<file path="config.mk">
export PLATFORM = sky130hd
export DESIGN_NAME = hazard_controller
export DESIGN_NICKNAME = d
export VERILOG_FILES = /design/src/rtl/hazard_controller.sv
export SDC_FILE = /design/constraint.sdc
export NUM_CORES = 1
export LEC_CHECK = 0
export BUFFER_PORTS_ARGS = -buffer_cell sky130_fd_sc_hd__clkbuf_2
export CAP_MARGIN = 20
export CORE_MARGIN = 4
export CORE_UTILIZATION = 40
export CTS_CLUSTER_SIZE = 28
export DETAILED_ROUTE_END_ITERATION = 10
export SYNTH_ARGS = -nofsm -noshare
export SYNTH_HDL_FRONTEND = slang
export SYNTH_SLANG_ARGS = --single-unit
</file>
<file path="constraint.sdc">
create_clock -name Clock -period 2.9 [get_ports Clock]
set_clock_uncertainty 0.1 [all_clocks]
set_input_delay 0.435 -clock Clock [delete_from_list [all_inputs] [get_ports Clock]]
set_output_delay 0.435 -clock Clock [all_outputs]
set_load 0.1 [all_outputs]
</file>
<file path="src/rtl/hazard_controller.sv">
// RAW hazard detector and branch flush sequencer for a 5-stage MIPS pipeline.
// Tracks in-flight destinations beside ID and drives stall/bubble/flush plus a stall-cycle counter.
//
// state | meaning
// RUN   | normal operation, hazards evaluated, branch may start a flush
// FLUSH | extra IF/ID flush cycles after a taken branch, ID ignored
module hazard_controller #(
  parameter int DEPTH      = 3,
  parameter int FWD_EN     = 1,
  parameter int BR_PENALTY = 1
) (
  input  logic        Clock,
  input  logic        Reset,
  input  logic        ID_Valid,
  input  logic [4:0]  ID_rs,
  input  logic [4:0]  ID_rt,
  input  logic        ID_UsesRs,
  input  logic        ID_UsesRt,
  input  logic        ID_RegWrite,
  input  logic        ID_MemRead,
  input  logic [4:0]  ID_rDest,
  input  logic        BranchTaken,
  output logic        Stall_PC,
  output logic        Stall_IFID,
  output logic        Bubble_IDEX,
  output logic        Flush_IFID,
  output logic [15:0] StallCycles
);

  typedef enum logic {RUN, FLUSH} state_t;

  state_t           state_q, state_n;
  logic [2:0]       cnt_q, cnt_n;
  logic [DEPTH-1:0] valid_q;
  logic [4:0]       dest_q [DEPTH];
  logic             load_ex_q;   // only the EX entry's load flag is ever consulted
  logic [DEPTH-1:0] qual;
  logic             match_rs, match_rt;
  logic             run, hazard, issue, br_go;

  always_comb begin
    qual     = '0;
    match_rs = 1'b0;
    match_rt = 1'b0;
    for (int k = 0; k < DEPTH; k++) begin
      if (FWD_EN != 0) qual[k] = (k == 0) && load_ex_q;
      else             qual[k] = (k < DEPTH - 1);
      if (qual[k] && valid_q[k] && (dest_q[k] == ID_rs)) match_rs = 1'b1;
      if (qual[k] && valid_q[k] && (dest_q[k] == ID_rt)) match_rt = 1'b1;
    end
    match_rs = match_rs && (ID_rs != 5'd0);
    match_rt = match_rt && (ID_rt != 5'd0);
  end

  assign run    = (state_q == RUN);
  assign hazard = ID_Valid && run &&
                  ((ID_UsesRs && match_rs) || (ID_UsesRt && match_rt));
  assign issue  = ID_Valid && ID_RegWrite && (ID_rDest != 5'd0) && !hazard && run;
  assign br_go  = run && BranchTaken && ID_Valid && !hazard;

  always_ff @(posedge Clock) begin
    if (Reset) begin
      state_q <= RUN;
      cnt_q   <= 3'd0;
    end else begin
      state_q <= state_n;
      cnt_q   <= cnt_n;
    end
  end

  always_comb begin
    state_n = state_q;
    cnt_n   = cnt_q;
    case (state_q)
      RUN: begin
        if (br_go && (BR_PENALTY > 1)) begin
          state_n = FLUSH;
          cnt_n   = 3'(BR_PENALTY - 1);
        end
      end
      FLUSH: begin
        cnt_n = cnt_q - 3'd1;
        if (cnt_q == 3'd1) state_n = RUN;
      end
      default: state_n = RUN;
    endcase
  end

  always_comb begin
    Stall_PC    = hazard && !Reset;
    Stall_IFID  = hazard && !Reset;
    Bubble_IDEX = hazard && !Reset;
    Flush_IFID  = !Reset && (run ? br_go : 1'b1);
  end

  always_ff @(posedge Clock) begin
    if (Reset) begin
      valid_q   <= '0;
      load_ex_q <= 1'b0;
      for (int k = 0; k < DEPTH; k++) dest_q[k] <= 5'd0;
    end else begin
      valid_q   <= {valid_q[DEPTH-2:0], issue};
      load_ex_q <= ID_MemRead;
      dest_q[0] <= ID_rDest;
      for (int k = 1; k < DEPTH; k++) dest_q[k] <= dest_q[k-1];
    end
  end

  always_ff @(posedge Clock) begin
    if (Reset) StallCycles <= 16'd0;
    else if (Stall_PC && (StallCycles != 16'hFFFF)) StallCycles <= StallCycles + 16'd1;
  end

endmodule

</file>
==> results_dict.tcl, run 1 <==
set metrics [dict create \
    status "finished, final reports clean" \
    nets 237 \
    cts_buffers 3 \
    min_from "ID_rDest[4]" \
    hold_viol 0 \
    slew_violations 0 \
    syn_avg_cell_area_um2 8.94 \
    htree_levels 1 \
    p_leak_uw 0.000671 \
    dp_hpwl_um 2720 \
    period_minus_slack_ps 2710 \
    layout-drive-gt1-share_pct 30.0 \
    synth.net_count 194 \
    wl_met3_um 159 \
    clock-root-buffer "clkbuf_8" \
    io_pins 43 \
    hold_path_end "dest_q[0][4]" \
    synthToLayoutAreaGrowth_pct 24.4 \
    rsz0062_at_grt "no" \
    synth.area.top_cells "dfxtp_1 36%, xnor2_1 5.8%, nor2b_1 4.2%" \
    cts_resized 0 \
    grt_use_total_pct 14.4 \
    ys_seq_area_share_pct 36.0 \
    worstMarginPinSlew_ps 549 \
    powerDensity_nw_per_um2 348 \
    cp.required_ps 2370 \
    ys_warn_count 0 \
    yosys.area.top_type_share_pct 36.0 \
    drv_cap 0 \
    final_common_cell "clkbuf_2" \
    cts.sinks 27 \
    start_util_pct 43.3 \
    critPathArrivalTime_ps 2180 \
    setup-tns-final_ps 0 \
    rows 21 \
    syn_area_um2 1500 \
    antenna_found_initial 0 \
    gr-total-overflow 0 \
    max_freq_ghz 0.369 \
    n_antenna_cell 0 \
    synth_area_leader_cell "dfxtp_1" \
    dpl-instance-area_um2 1820 \
    gp_congestion 0.894 \
    synthCells 168 \
    wl_met1_um 1610 \
    setup_viol 0 \
    r2r_start "dest_q[0][4]" \
    worstSetupPathType "reg -> out" \
    holdPathStages 2 \
    final_cell_mix "38 x clkbuf_2, 27 x dfxtp_1, 14 x nor2_1, 10 x xnor2_1, 10 x nor2b_1" \
    grt_pass1_wl_um 5830 \
    cts_setup_buffers 0 \
    synth.distinct_cells 40 \
    cp_max_fo 9 \
    drtIter0Drc 58 \
    start_kind "register" \
    yosys_register_bits 27 \
    cts_hold_buf 0 \
    vias_per_cell 5.37 \
    cts_tree "built" \
    stdcell_area_um2 1870 \
    die_area_um2 4800 \
    relSlewSlack_pct 63.3 \
    dr.pass1.iters 4 \
    wirelength_um 3430 \
    reg2reg_depth 6 \
    grt_start_max_net_pins 29 \
    top_layer_used "met4" \
    hold_path_class "in -> reg" \
    end_kind "output pin" \
    num_vias 1374 \
    antenna_left 0 \
    ir_drop_mv 0.226 \
    avgRoutedWirePerCell_um 13.4 \
    drc_errors 0 \
    die_w_um 69.3 \
    path_clk_slew_ps 90 \
    grt_pass1_vias 1363 \
    ctsLongestPathBuffers 2 \
    period_share_pct 93.5 \
    core_um2 3470 \
    route.met2.wl_um 1600 \
    die_y_um 69.3 \
    timing.rr.end "StallCycles[1]" \
    regToRegSetupSlack_ps 530 \
    worstSkewPairLatency_ps 270 \
    numPortBuffers 42 \
]
[registers in the layout, summed over array words and instances, names as in the netlist]
| signal | cells |
|---|---|
| dest_q | 5 |
| StallCycles | 16 |
| state_q | 1 |
| valid_q | 1 |
| load_ex_q | 1 |
| cnt_q | 3 |
[power breakdown]
part | internal (uW) | switching (uW) | total (uW)
clock network | 96.1 | 112 | 208
logic | 28.1 | 33.5 | 61.6
registers | 375 | 4.27 | 380
[worst max-delay path by stage]
stage	to	slack, ps	from	cells after the start
3_5_place_dp	Stall_PC	310	ID_rt[1]	7
3_3_place_gp	Flush_IFID	350	ID_rt[0]	8
2_1_floorplan	Stall_IFID	10	ID_rs[4]	5
5_1_grt	Stall_PC	80	dest_q[0][4]	6
4_1_cts	Stall_PC	180	dest_q[0][4]	6
6_report	Stall_PC	190	dest_q[0][4]	6
[synthesized netlist by cell type]
cell	n
mux2_2	1
nor3_1	3
nor3b_1	2
or2_2	1
clkbuf_1	2
and3_1	3
or3_1	3
nand2_1	8
a211o_1	1
a21oi_1	10
a41oi_1	1
nand2b_1	1
buf_1	1
nand4_1	7
dfxtp_1	27
xnor2_1	10
buf_4	3
a31oi_1	1
nand3_1	9
or4_4	1
o31ai_1	2
buf_6	2
ha_1	3
nor4_1	1
a2111oi_4	2
nor2_1	15
a211oi_1	4
a31o_2	2
or3b_4	1
o31a_1	2
inv_1	6
o21ai_0	4
or4_1	5
nor2b_1	10
and2_1	2
a21o_1	1
nand3_2	1
a2111oi_2	2
xor2_1	7
o2111a_1	1
[per-layer routing]
layer  up-vias  track usage [%]
met2        37             23.6
met3         6             3.19
li1        691                -
met4         0             6.29
met1       640             18.0
met5         -                0
[cell families (layout without fill, tap and decap cells)]
| logic type | after synthesis | in the layout | synth area share (%) |
|---|---|---|---|
| buf+inv | 14 | 56 | 5.25 |
| fa+ha+maj | 3 | 3 | 2.50 |
| compound gates | 33 | 33 | 18.5 |
| xor+xnor | 17 | 17 | 9.92 |
| flops | 27 | 27 | 36.0 |
| simple gates | 73 | 73 | 27.1 |
| mux | 1 | 1 | 0.750 |
[worst max-delay path, stage by stage, from the launching register on]
cell and delay, ps:
dfxtp_1 390, and2_1 140, a21oi_1 50, or4_1 550, buf_4 220, a21oi_4 340, buf_12 220
[metrics by stage]
step           hold WS [ps]  setup slack (ps)  power, uW  utilization (%)  instances
2_1_floorplan           356              13.1        422                -        168
3_3_place_gp            366               353        447             52.5        252
3_5_place_dp            384               314        450             52.5        252
4_1_cts                 279               179        657             53.9        256
5_1_grt                 288              81.8        676             53.9        256
6_report                285               188        649             53.9        256
[cell type report]
class | instances | area (um2)
Fill cell | 340 | 1600
Inverter | 6 | 22.5
Tap cell | 46 | 57.6
Clock buffer | 3 | 41.3
Multi-Input combinational cell | 127 | 901
Sequential cell | 27 | 541
Timing Repair Buffer | 46 | 300
Clock inverter | 1 | 5.00
(Power assumes the default switching activity.)
==> run 2: changes to the inputs <==
--- a/config.mk
+++ b/config.mk
@@ -11,6 +11,7 @@
 export CORE_UTILIZATION = 40
 export CTS_CLUSTER_SIZE = 28
 export DETAILED_ROUTE_END_ITERATION = 10
+export PLACE_DENSITY = 0.63
 export SYNTH_ARGS = -nofsm -noshare
 export SYNTH_HDL_FRONTEND = slang
 export SYNTH_SLANG_ARGS = --single-unit
==> results_dict.tcl, run 2 (synthesized netlist as in run 1, its figures left out) <==
set metrics [dict create \
    layout-drive-gt1-share_pct 30.0 \
    cts.sinks 27 \
    hold_viol 0 \
    drc_errors 0 \
    clock-root-buffer "clkbuf_8" \
    path_delay_family "simple AND/OR/NAND/NOR gates" \
    n_antenna_cell 0 \
    num_vias 1368 \
    path_clk_slew_ps 90 \
    htree_levels 1 \
    die_y_um 69.3 \
    grt_pass1_vias 1372 \
    cts_hold_buf 0 \
    antenna_left 0 \
    period_share_pct 92.5 \
    crit_path_cell_trace "and2_1 > a21oi_1 > or4_1 > buf_4 > a21oi_4 > buf_12" \
    rows 21 \
    worstMarginPinSlew_ps 587 \
    relSlewSlack_pct 60.8 \
    die_area_um2 4800 \
    cp_max_fo 9 \
    dpl.cell_count 252 \
    pwr-share-seq_pct 58.3 \
    drv_cap 0 \
    start_kind "register" \
    dr.pass1.iters 4 \
    finalPower_uw 651 \
    max_freq_ghz 0.373 \
    dp_slack_ps 325 \
    dp_hpwl_um 2700 \
    largest_reg_flops 16 \
    cts_setup_buffers 0 \
    critPathArrivalTime_ps 2150 \
    core_um2 3470 \
    p_int_uw 500 \
    avgRoutedWirePerCell_um 13.3 \
    antenna_found_initial 0 \
    critPathBufInv 2 \
    final_common_cell "clkbuf_2" \
    vias_per_cell 5.34 \
    grt_pass1_wl_um 5870 \
    final_cell_mix "38 x clkbuf_2, 27 x dfxtp_1, 14 x nor2_1, 10 x xnor2_1, 10 x nor2b_1" \
    ctsLongestPathBuffers 2 \
    regMostFlops "StallCycles" \
    period_minus_slack_ps 2680 \
    numPortBuffers 42 \
    worst_slack_ps 218 \
    worstSkewPairLatency_ps 270 \
    end_kind "output pin" \
    switching_share_pct 23.2 \
    status "finished, final reports clean" \
    synthToLayoutAreaGrowth_pct 24.4 \
    p_leak_uw 0.000671 \
    worstSetupPathType "reg -> out" \
    nets 237 \
    critical_path.slowest_cell "or4_1" \
    rsz0062_at_grt "no" \
    pwr-share-clk_pct 32.4 \
    grt_use_total_pct 14.2 \
    powerDensity_nw_per_um2 348 \
    grt_start_max_net_pins 17 \
    die_w_um 69.3 \
    cp.required_ps 2370 \
    io_pins 43 \
    cts_buffers 3 \
    top_regs "StallCycles (16), dest_q (5), cnt_q (3)" \
    wirelength_um 3410 \
    slew_violations 0 \
    cts_tree "built" \
    ir_drop_mv 0.178 \
    setup_viol 0 \
    start_util_pct 43.3 \
    gp_congestion 0.848 \
    hold_path_class "in -> reg" \
    cts_resized 0 \
    pwr-share-comb_pct 9.3 \
    gr-total-overflow 0 \
    p_sw_uw 151 \
    setup-tns-final_ps 0 \
    drtIter0Drc 44 \
    fin_cells 256 \
    critical-path-max-stage-delay_ps 540 \
]
==> run 2: cell counts in the layout (fill, tap and decap cells not counted) <==
No cell type changed its count.
==> run 2: final cells by class <==
type	count	area (um2)
tap	46	57.6
multi-input combinational	127	901
fill	337	1600
timing repair buffer	46	300
clock inverter	1	5.00
inverter	6	22.5
sequential	27	541
clock buffer	3	41.3
==> run 2: layer usage <==
layer  wire (um)  global-route usage, %
met2        1520                   23.9
met1        1670                   17.8
met5           0                      0
met4          32                   4.77
met3         190                   3.19
==> run 2: per-stage QoR <==
step                util [%]  hold WS (ps)  cell area (um2)
floorplan                  -           356             1520
global placement        52.5           366             1820
detailed placement      52.5           383             1820
CTS                     53.9           270             1870
global route            53.9           287             1870
finish                  53.9           281             1870
==> run 2: power groups by stage <==
| stage | clock network, uW | logic, uW | registers (uW) |
|---|---|---|---|
| after CTS | 224 | 60.7 | 379 |
| after global placement | 0 | 59.0 | 388 |
| after global routing | 233 | 66.9 | 380 |
| after floorplan | 0 | 34.4 | 387 |
| after detailed placement | 0 | 60.2 | 388 |
| final | 211 | 60.6 | 379 |
==> run 2: final timing paths <==
check / cells after the start / slack (ps) / start / to
setup / recovery: 6 / 220 / dest_q[0][4] / Stall_PC
hold / removal: 2 / 280 / ID_rDest[0] / dest_q[0][0]
setup reg to reg: 6 / 500 / StallCycles[0] / StallCycles[1]
hold reg to reg: 2 / 390 / cnt_q[1] / cnt_q[1]
==> run 3: changes to the inputs <==
--- a/config.mk
+++ b/config.mk
@@ -11,6 +11,7 @@
 export CORE_UTILIZATION = 40
 export CTS_CLUSTER_SIZE = 28
 export DETAILED_ROUTE_END_ITERATION = 10
+export GPL_TIMING_DRIVEN = 0
 export PLACE_DENSITY = 0.63
 export SYNTH_ARGS = -nofsm -noshare
 export SYNTH_HDL_FRONTEND = slang
==> results_dict.tcl, run 3 (synthesized netlist as in run 1, its figures left out) <==
set metrics [dict create \
    status "finished, final reports clean" \
    worstSkewPairLatency_ps 270 \
    drtIter0Drc 25 \
    die_w_um 69.3 \
    dr.pass1.iters 4 \
    path_clk_slew_ps 90 \
    clock-root-buffer "clkbuf_8" \
    final_cell_mix "38 x clkbuf_2, 27 x dfxtp_1, 14 x nor2_1, 10 x xnor2_1, 10 x nor2b_1" \
    dp_hpwl_um 2730 \
    rows 21 \
    numPortBuffers 42 \
    drc_errors 0 \
    fin_cells 261 \
    grt_pass1_vias 1314 \
    grt_pass1_wl_um 5950 \
    grtUsageMet3_pct 3.19 \
    top_regs "StallCycles (16), dest_q (5), cnt_q (3)" \
    worstMarginPinSlew_ps 619 \
    slew_violations 0 \
    worstSetupPathType "reg -> out" \
    multi_input_area_um2 910 \
    nets 242 \
    cts_hold_buf 0 \
    grt_start_max_net_pins 15 \
    hold_path_class "in -> reg" \
    cts.sinks 27 \
    num_vias 1375 \
    core_um2 3470 \
    synthToLayoutAreaGrowth_pct 24.1 \
    cts_buffers 3 \
    rsz0062_at_grt "no" \
    gr-total-overflow 0 \
    largest_reg_flops 16 \
    regMostFlops "StallCycles" \
    end_kind "output pin" \
    relSlewSlack_pct 58.6 \
    ir_drop_mv 0.145 \
    hold_viol 0 \
    period_minus_slack_ps 2800 \
    final-seq-area_um2 541 \
    io_pins 43 \
    dp_slack_ps -169 \
    die_area_um2 4800 \
    grt_use_met1_pct 19.7 \
    use_met2_pct 23.4 \
    worst_slack_ps 101 \
    drv_cap 0 \
    cts_tree "built" \
    critical_path.slowest_cell "or4_1" \
    die_y_um 69.3 \
    gp_congestion 0.830 \
    dpl.cell_count 256 \
    avgRoutedWirePerCell_um 13.2 \
    crit_path_cell_trace "and2_1 > a21oi_1 > or4_1 > buf_4 > a21oi_4 > buf_2" \
    htree_levels 1 \
    critPathArrivalTime_ps 2260 \
    finalPower_uw 655 \
    setup_viol 0 \
    critical-path-max-stage-delay_ps 530 \
    grt_use_total_pct 14.6 \
    fillers 348 \
    antenna_found_initial 0 \
    start_kind "register" \
    powerDensity_nw_per_um2 352 \
    p_leak_uw 0.000679 \
    antenna_left 0 \
    start_util_pct 43.3 \
    wirelength_um 3450 \
    layout-drive-gt1-share_pct 30.7 \
    gr-max-usage-layer "met2" \
    final_common_cell "clkbuf_2" \
    n_antenna_cell 0 \
    max_freq_ghz 0.357 \
    cp.required_ps 2370 \
    period_share_pct 96.5 \
    vias_per_cell 5.27 \
    cp_max_fo 10 \
    ctsLongestPathBuffers 2 \
]
-- run 3: cell count changes in the layout (fill, tap and decap cells not counted), moves of 2 or more --
cell and change:
clkbuf_4 +2, buf_6 +2, buf_12 -4, clkbuf_1 +3
-- run 3: routing by layer --
layer,wire [um],vias up
met2,1600,36
met3,207,2
met4,26,0
met1,1620,638
met5,0,-
li1,-,699
-- run 3: final cells by class --
type                            instances  share of cell area [%]
Buffer                                  8                    3.02
Clock buffer                            4                    2.42
Inverter                                6                    1.21
Multi-Input combinational cell        127                    48.8
Sequential cell                        27                    29.0
Tap cell                               46                    3.09
Timing Repair Buffer                   43                    12.4
-- run 3: report_power, final --
part           internal, uW  switching [uW]  total, uW
logic                  27.7            33.5       61.2
clock network          98.3             116        215
registers               376            3.55        379
total                   502             154        655
-- run 3: worst paths after layout --
kind,from,endpoint,slack (ps),cells past startpoint
max,dest_q[0][4],Bubble_IDEX,100,6
min,ID_MemRead,load_ex_q,280,2
max reg2reg,StallCycles[0],StallCycles[1],550,6
min reg2reg,cnt_q[1],cnt_q[1],390,2
-- run 3: critical path: cells and delay by family, from the launching register on --
family | cells | cell delay [ps]
flip-flops | 1 | 370
AND/OR/NAND/NOR | 2 | 660
buffers and inverters | 2 | 680
AO/OA/AOI/OAI | 2 | 280
-- run 3: repair_timing --
action,in CTS,in global routing
resized for setup,4,3
pin swaps,1,0
setup endpoints to repair,3,2
setup buffers,1,0
-- run 3: metrics by stage --
| step | hold slack, ps | cell area [um2] | utilization (%) | TNS (ps) |
|---|---|---|---|---|
| after CTS | 284 | 1850 | 53.5 | 0 |
| after detailed placement | 393 | 1790 | 51.6 | -169 |
| after global placement | 365 | 1790 | 51.6 | -122 |
| final | 281 | 1860 | 53.7 | 0 |
| after floorplan | 356 | 1520 | - | 0 |
| after global routing | 297 | 1860 | 53.7 | 0 |
